## config.mk

```make
export PLATFORM = sky130hd
export DESIGN_NAME = wd_bus_sequencer
export DESIGN_NICKNAME = d
export VERILOG_FILES = /design/src/rtl/wd_bus_sequencer.sv
export SDC_FILE = /design/constraint.sdc
export NUM_CORES = 1
export LEC_CHECK = 0
export BUFFER_PORTS_ARGS = -buffer_cell sky130_fd_sc_hd__buf_2
export CAP_MARGIN = 20
export CORE_UTILIZATION = 53
export CTS_CLUSTER_SIZE = 10
export DETAILED_ROUTE_END_ITERATION = 6
export PLACE_DENSITY = 0.83
export SYNTH_ARGS = -nofsm -noshare
export SYNTH_HDL_FRONTEND = slang
export SYNTH_SLANG_ARGS = --single-unit
```

## constraint.sdc

```tcl
create_clock -name CLK -period 2.42 [get_ports CLK]
set_input_delay 0.242 -clock CLK [delete_from_list [all_inputs] [get_ports CLK]]
set_output_delay 0.242 -clock CLK [all_outputs]
set_load 0.05 [all_outputs]
```

## src/rtl/wd_bus_sequencer.sv

```systemverilog
// Sole bus master for the watchdog ABUS/DBUS port: arbitrates the config and
// command requesters and plays the AA/55 unlock followed by the four write slots.
module wd_bus_sequencer #(
    parameter int unsigned UNLOCK_GAP = 0,
    parameter int unsigned IDLE_MIN   = 1
) (
    input  logic       CLK,
    input  logic       RST,
    input  logic       cfg_req,
    input  logic [7:0] cfg_frame,
    input  logic [7:0] cfg_service,
    input  logic [7:0] cfg_limit,
    input  logic       cmd_req,
    input  logic [7:0] cmd_data,
    input  logic       wd_fail,
    output logic [1:0] ABUS,
    output logic [7:0] DBUS,
    output logic       busy,
    output logic       cfg_ack,
    output logic       cmd_ack,
    output logic       cmd_nak
);

    typedef enum logic [3:0] {
        S_IDLE, S_UNL_A, S_GAP, S_UNL_B, S_WR1, S_WR2, S_WR3, S_WR4, S_HOLD
    } state_t;

    localparam logic [3:0] GAP_LOAD   = 4'(UNLOCK_GAP);
    // The arbitrating IDLE cycle is part of the post-burst gap, so HOLD covers
    // IDLE_MIN-1 cycles after a burst; after a nak the requester still needs a
    // full IDLE_MIN of non-arbitrating cycles to drop its request.
    localparam logic [3:0] HOLD_BURST = 4'(IDLE_MIN - 1);
    localparam logic [3:0] HOLD_NAK   = 4'(IDLE_MIN);

    state_t     state_q, state_d;
    logic [3:0] gap_cnt_q, gap_cnt_d;
    logic [3:0] hold_cnt_q, hold_cnt_d;
    logic       fail_lock_q, fail_lock_d;
    logic       nak_q, nak_d;
    logic [1:0] abus_q, abus_d;
    logic [7:0] dbus_q, dbus_d;
    logic       is_cfg_q;
    logic [7:0] frame_q, service_q, limit_q, cmd_q;
    logic       grant_cfg, grant_cmd;

    always_ff @(posedge CLK) begin
        // NOTE: every register here uses <= so all of them see the pre-edge values.
        if (RST) begin
            state_q     <= S_IDLE;
            gap_cnt_q   <= 4'd0;
            hold_cnt_q  <= 4'd0;
            fail_lock_q <= 1'b0;
            nak_q       <= 1'b0;
            abus_q      <= 2'b10;
            dbus_q      <= 8'h00;
            // NOTE: the burst payload registers are reset too; they are only a
            // handful of flops and this keeps the post-reset state fully defined.
            is_cfg_q    <= 1'b0;
            frame_q     <= 8'h00;
            service_q   <= 8'h00;
            limit_q     <= 8'h00;
            cmd_q       <= 8'h00;
        end else begin
            state_q     <= state_d;
            gap_cnt_q   <= gap_cnt_d;
            hold_cnt_q  <= hold_cnt_d;
            fail_lock_q <= fail_lock_d;
            nak_q       <= nak_d;
            abus_q      <= abus_d;
            dbus_q      <= dbus_d;
            if (grant_cfg) begin
                is_cfg_q  <= 1'b1;
                frame_q   <= cfg_frame;
                service_q <= cfg_service;
                limit_q   <= cfg_limit;
            end else if (grant_cmd) begin
                is_cfg_q <= 1'b0;
                cmd_q    <= cmd_data;
            end
        end
    end

    always_comb begin
        // NOTE: defaults first, so no path through the case can infer a latch.
        state_d    = state_q;
        gap_cnt_d  = gap_cnt_q;
        hold_cnt_d = hold_cnt_q;
        grant_cfg  = 1'b0;
        grant_cmd  = 1'b0;
        nak_d      = 1'b0;
        case (state_q)
            S_IDLE: begin
                if (cfg_req) begin
                    grant_cfg = 1'b1;
                    state_d   = S_UNL_A;
                end else if (cmd_req && !fail_lock_q) begin
                    grant_cmd = 1'b1;
                    state_d   = S_UNL_A;
                end else if (cmd_req) begin
                    nak_d      = 1'b1;
                    state_d    = S_HOLD;
                    hold_cnt_d = HOLD_NAK;
                end
            end
            S_UNL_A: begin
                if (GAP_LOAD != 4'd0) begin
                    state_d   = S_GAP;
                    gap_cnt_d = GAP_LOAD;
                end else begin
                    state_d = S_UNL_B;
                end
            end
            S_GAP: begin
                if (gap_cnt_q <= 4'd1) state_d = S_UNL_B;
                else                   gap_cnt_d = gap_cnt_q - 4'd1;
            end
            S_UNL_B: state_d = S_WR1;
            S_WR1:   state_d = S_WR2;
            S_WR2:   state_d = S_WR3;
            S_WR3:   state_d = S_WR4;
            S_WR4: begin
                if (HOLD_BURST != 4'd0) begin
                    state_d    = S_HOLD;
                    hold_cnt_d = HOLD_BURST;
                end else begin
                    state_d = S_IDLE;
                end
            end
            S_HOLD: begin
                if (hold_cnt_q <= 4'd1) state_d = S_IDLE;
                else                    hold_cnt_d = hold_cnt_q - 4'd1;
            end
            default: state_d = S_IDLE;
        endcase
    end

    always_comb begin
        abus_d = 2'b10;
        dbus_d = 8'h00;
        case (state_d)
            S_UNL_A, S_GAP: begin abus_d = 2'b00; dbus_d = 8'hAA; end
            S_UNL_B:        begin abus_d = 2'b00; dbus_d = 8'h55; end
            S_WR1: begin
                abus_d = is_cfg_q ? 2'b00 : 2'b10;
                dbus_d = is_cfg_q ? frame_q : cmd_q;
            end
            S_WR2: if (is_cfg_q) begin abus_d = 2'b01; dbus_d = service_q; end
            S_WR3: if (is_cfg_q) begin abus_d = 2'b11; dbus_d = limit_q; end
            default: ;
        endcase

        busy    = (state_q != S_IDLE) && (state_q != S_HOLD);
        cfg_ack = (state_q == S_WR4) && is_cfg_q;
        cmd_ack = (state_q == S_WR4) && !is_cfg_q;
        cmd_nak = nak_q;

        // A fail report in the same cycle as the config ack keeps the lock set.
        if (wd_fail)      fail_lock_d = 1'b1;
        else if (cfg_ack) fail_lock_d = 1'b0;
        else              fail_lock_d = fail_lock_q;
    end

    assign ABUS = abus_q;
    assign DBUS = dbus_q;

endmodule

```

==> flow_summary.json <==
{
  "outcome": "finished clean",
  "mappedNetlistNets": 323,
  "setup_ws_ps": 379,
  "power.density_nw_per_um2": 1030,
  "arrival_worst_endpoint_ps": 2280,
  "required_ps": 2660,
  "floorplan.die.width_um": 69.3,
  "antenna_diode_instance_count": 0,
  "power.combinational.fraction_pct": 26.1,
  "max_slew.worst_pin.slew_ps": 653,
  "drt_pass1_iterations": 4,
  "path_delay_family": "simple AND/OR/NAND/NOR gates",
  "grtUsageMet2_pct": 41.0,
  "finalHoldWorstSlack_ps": 123,
  "cts_tree": "done",
  "fraction_of_met3_tracks_used_by_global_routing_pct": 4.80,
  "p_int_mw": 1.97,
  "grt_use_total_pct": 25.1,
  "core_um2": 4350,
  "1st_iter_drt_viols": 168,
  "globalRouteMet1Util_pct": 31.1,
  "switching_share_pct": 34.6,
  "ys_seq_area_share_pct": 47.5,
  "slew_headroom_pct": 55.8,
  "yosysWarnings": 0,
  "post_drt_wl_per_cell_um": 14.1,
  "flop_and_latch_count_out_of_synthesis": 57,
  "vias_per_cell": 5.44,
  "pin_count": 51,
  "antenna_found_initial": 0,
  "postSynth.topFlopCell": "dfxtp_1",
  "layout_worst_path_cycle_share_pct": 84.3,
  "leakage_power_figure_nw": 1.19,
  "maxCapViolations": 0,
  "clkSinkCount": 57,
  "timing.clock.skew_ps": 9.70,
  "critPathBufInv": 0,
  "numCtsBuffers": 9,
  "crit_path_max_incr_delay_ps": 670,
  "library_cell_with_the_highest_instance_count_after_synthesis": "nand2_1",
  "drcViolationCount": 0,
  "floorplan.die_area_um2": 4810,
  "insertion_delay_ps": 350,
  "syn-instance-count": 282,
  "finalSetupViolations": 0,
  "rows": 24,
  "power.share.clock_pct": 34.2,
  "fin_crit_ps": 2040,
  "count_of_flip_flops_with_a_built_in_enable_after_synthesis": 0,
  "cts.path.max_buffers": 2,
  "post_synth.cell_area_avg_um2": 8.52,
  "layout_cells_sized_above_1_pct": 24.9,
  "setup.worst_path.end_class": "flip-flop",
  "dieHeight_um": 69.3,
  "area_of_the_mapped_netlist_um2": 2400,
  "startpoint_type": "flip-flop",
  "detail_route.wirelength_um": 5510,
  "setup-tns-final_ps": 0,
  "fmax_ghz": 0.490,
  "area_delta_synth_final_pct": 21.8,
  "hold_buffers": 0,
  "clk_root_buffer_cell": "clkbuf_8",
  "via_count_of_the_first_global_routing_pass": 2032,
  "grt-ovfl-total": 0,
  "synth.top_cells.by_count": "nand2_1 (61), dfxtp_1 (57), a21oi_1 (29)",
  "route.vias.total": 2123,
  "maxSlewViolCount": 0,
  "postRouteAntennaNets": 0,
  "ir_worst_vdd_mv": 0.606,
  "detailed_place_hpwl_um": 3780,
  "grt_max_usage_layer": "met2",
  "post_cts_resize_count": 0,
  "port-buffer-count": 50,
  "place_ws_ps": 397,
  "cts.htree.levels": 3,
  "timing.critical_path.cells": "or4_1, nor3_4, mux2i_1, nor2_1",
  "crit_path_top_delay_cell": "or4_1",
  "clk_transition_reported_paths_ps": 70,
  "gp_routability_congestion": 0.814,
  "postCtsSetupBuffers": 0,
  "largest_net_degree_at_the_start_of_global_routing": 29,
  "synthDistinctLibCells": 38,
  "worst_hold_path_type": "in2reg",
  "hold_viol_final": 0,
  "rsz0062_at_grt": "no",
  "netlist_top_cells_area": "dfxtp_1 (47%), nand2_1 (9.5%), a21oi_1 (6.0%)",
  "netSwitchingPower_mw": 1.04,
  "timing.setup.critical_path_class": "reg2reg",
  "largest_fanout_of_any_net_on_the_critical_path": 12,
  "p_seq_share_pct": 39.6,
  "netlist.top_cell.by_area": "dfxtp_1",
  "grt_first_pass_wirelength_um": 9430,
  "synth_top_cell_area_share_pct": 47.5,
  "async_flop_share_pct": 0,
  "layout.nets": 374,
  "floorplan.initialDensity_pct": 55.2
}
[placed cells by master (no fill, tap or decap), drive strengths merged, types with 2 or more instances in the layout]
master  count
clkinv      2
a22oi       8
mux2i       8
ha          4
nand2      61
xnor2       3
a21oi      29
xor2        2
o21ai       3
bufinv      2
nor2       19
nor3       14
dfxtp      57
mux2        8
nor4        3
nand2b      5
a31oi       8
buf        57
clkbuf     11
a21o        2
a211oi      5
nand3       2
inv         9
o311a       2
[registers in the layout, summed over array words and instances (netlist names)]
name	cells
gap_cnt_q	4
hold_cnt_q	4
is_cfg_q	1
fail_lock_q	1
cmd_q	8
ABUS	2
cmd_nak	1
DBUS	8
state_q	4
limit_q	8
frame_q	8
service_q	8
[cell families (layout without fill, tap and decap cells)]
| kind of cell | after synthesis | count (layout) | share of synthesized area, % |
|---|---|---|---|
| adder cells (fa/ha/maj) | 4 | 4 | 2.08 |
| AND/OR/NAND/NOR | 110 | 110 | 20.2 |
| flip-flops | 57 | 57 | 47.5 |
| multiplexers | 16 | 16 | 7.08 |
| buffers and inverters | 26 | 82 | 4.48 |
| XOR/XNOR | 5 | 5 | 1.82 |
| AO/OA/AOI/OAI | 64 | 64 | 16.9 |
[path summary, 6_finish.rpt]
check                           cells after the start         start  slack, ps         end
worst min register to register                      2    frame_q[0]        460  frame_q[0]
worst max register to register                      4    state_q[1]        380    cmd_q[5]
worst max-delay path                                4    state_q[1]        380    cmd_q[5]
worst min-delay path                                3  cfg_limit[5]        120  limit_q[5]
[metrics by stage]
stage	area (um^2)	utilization [%]	total power, mW	cells
6_report	2930	67.2	3.01	390
5_1_grt	2930	67.2	3.14	390
4_1_cts	2930	67.2	3.01	390
3_5_place_dp	2700	62.0	1.99	374
3_3_place_gp	2700	62.0	1.97	374
2_1_floorplan	2400	-	1.80	282
[layout make-up]
type	instances	area [um^2]
repair buffers	57	303
well taps	52	65.1
clock buffers	11	151
flip-flops and latches	57	1140
clock inverters	5	77.6
inverters	9	33.8
multi-input cells	199	1150
fillers	356	1430
[worst reg2reg max path: stages, from the launching register on]
cell     delay (ps)
dfxtp_1         410
or4_1           670
nor3_4          520
mux2i_1         280
nor2_1           50
[power groups by stage]
stage	registers (mW)	logic, mW	clock network [mW]
6_report	1.19	0.787	1.03
5_1_grt	1.21	0.852	1.08
4_1_cts	1.19	0.788	1.03
3_5_place_dp	1.21	0.783	0
3_3_place_gp	1.20	0.768	0
2_1_floorplan	1.29	0.506	0
[routing by layer]
layer	share of wire [%]	up-vias
li1	-	1074
met1	45	978
met2	48	61
met3	4.4	10
met4	2.2	0
met5	0	-
No activity file was read; power rests on OpenSTA's default activity.
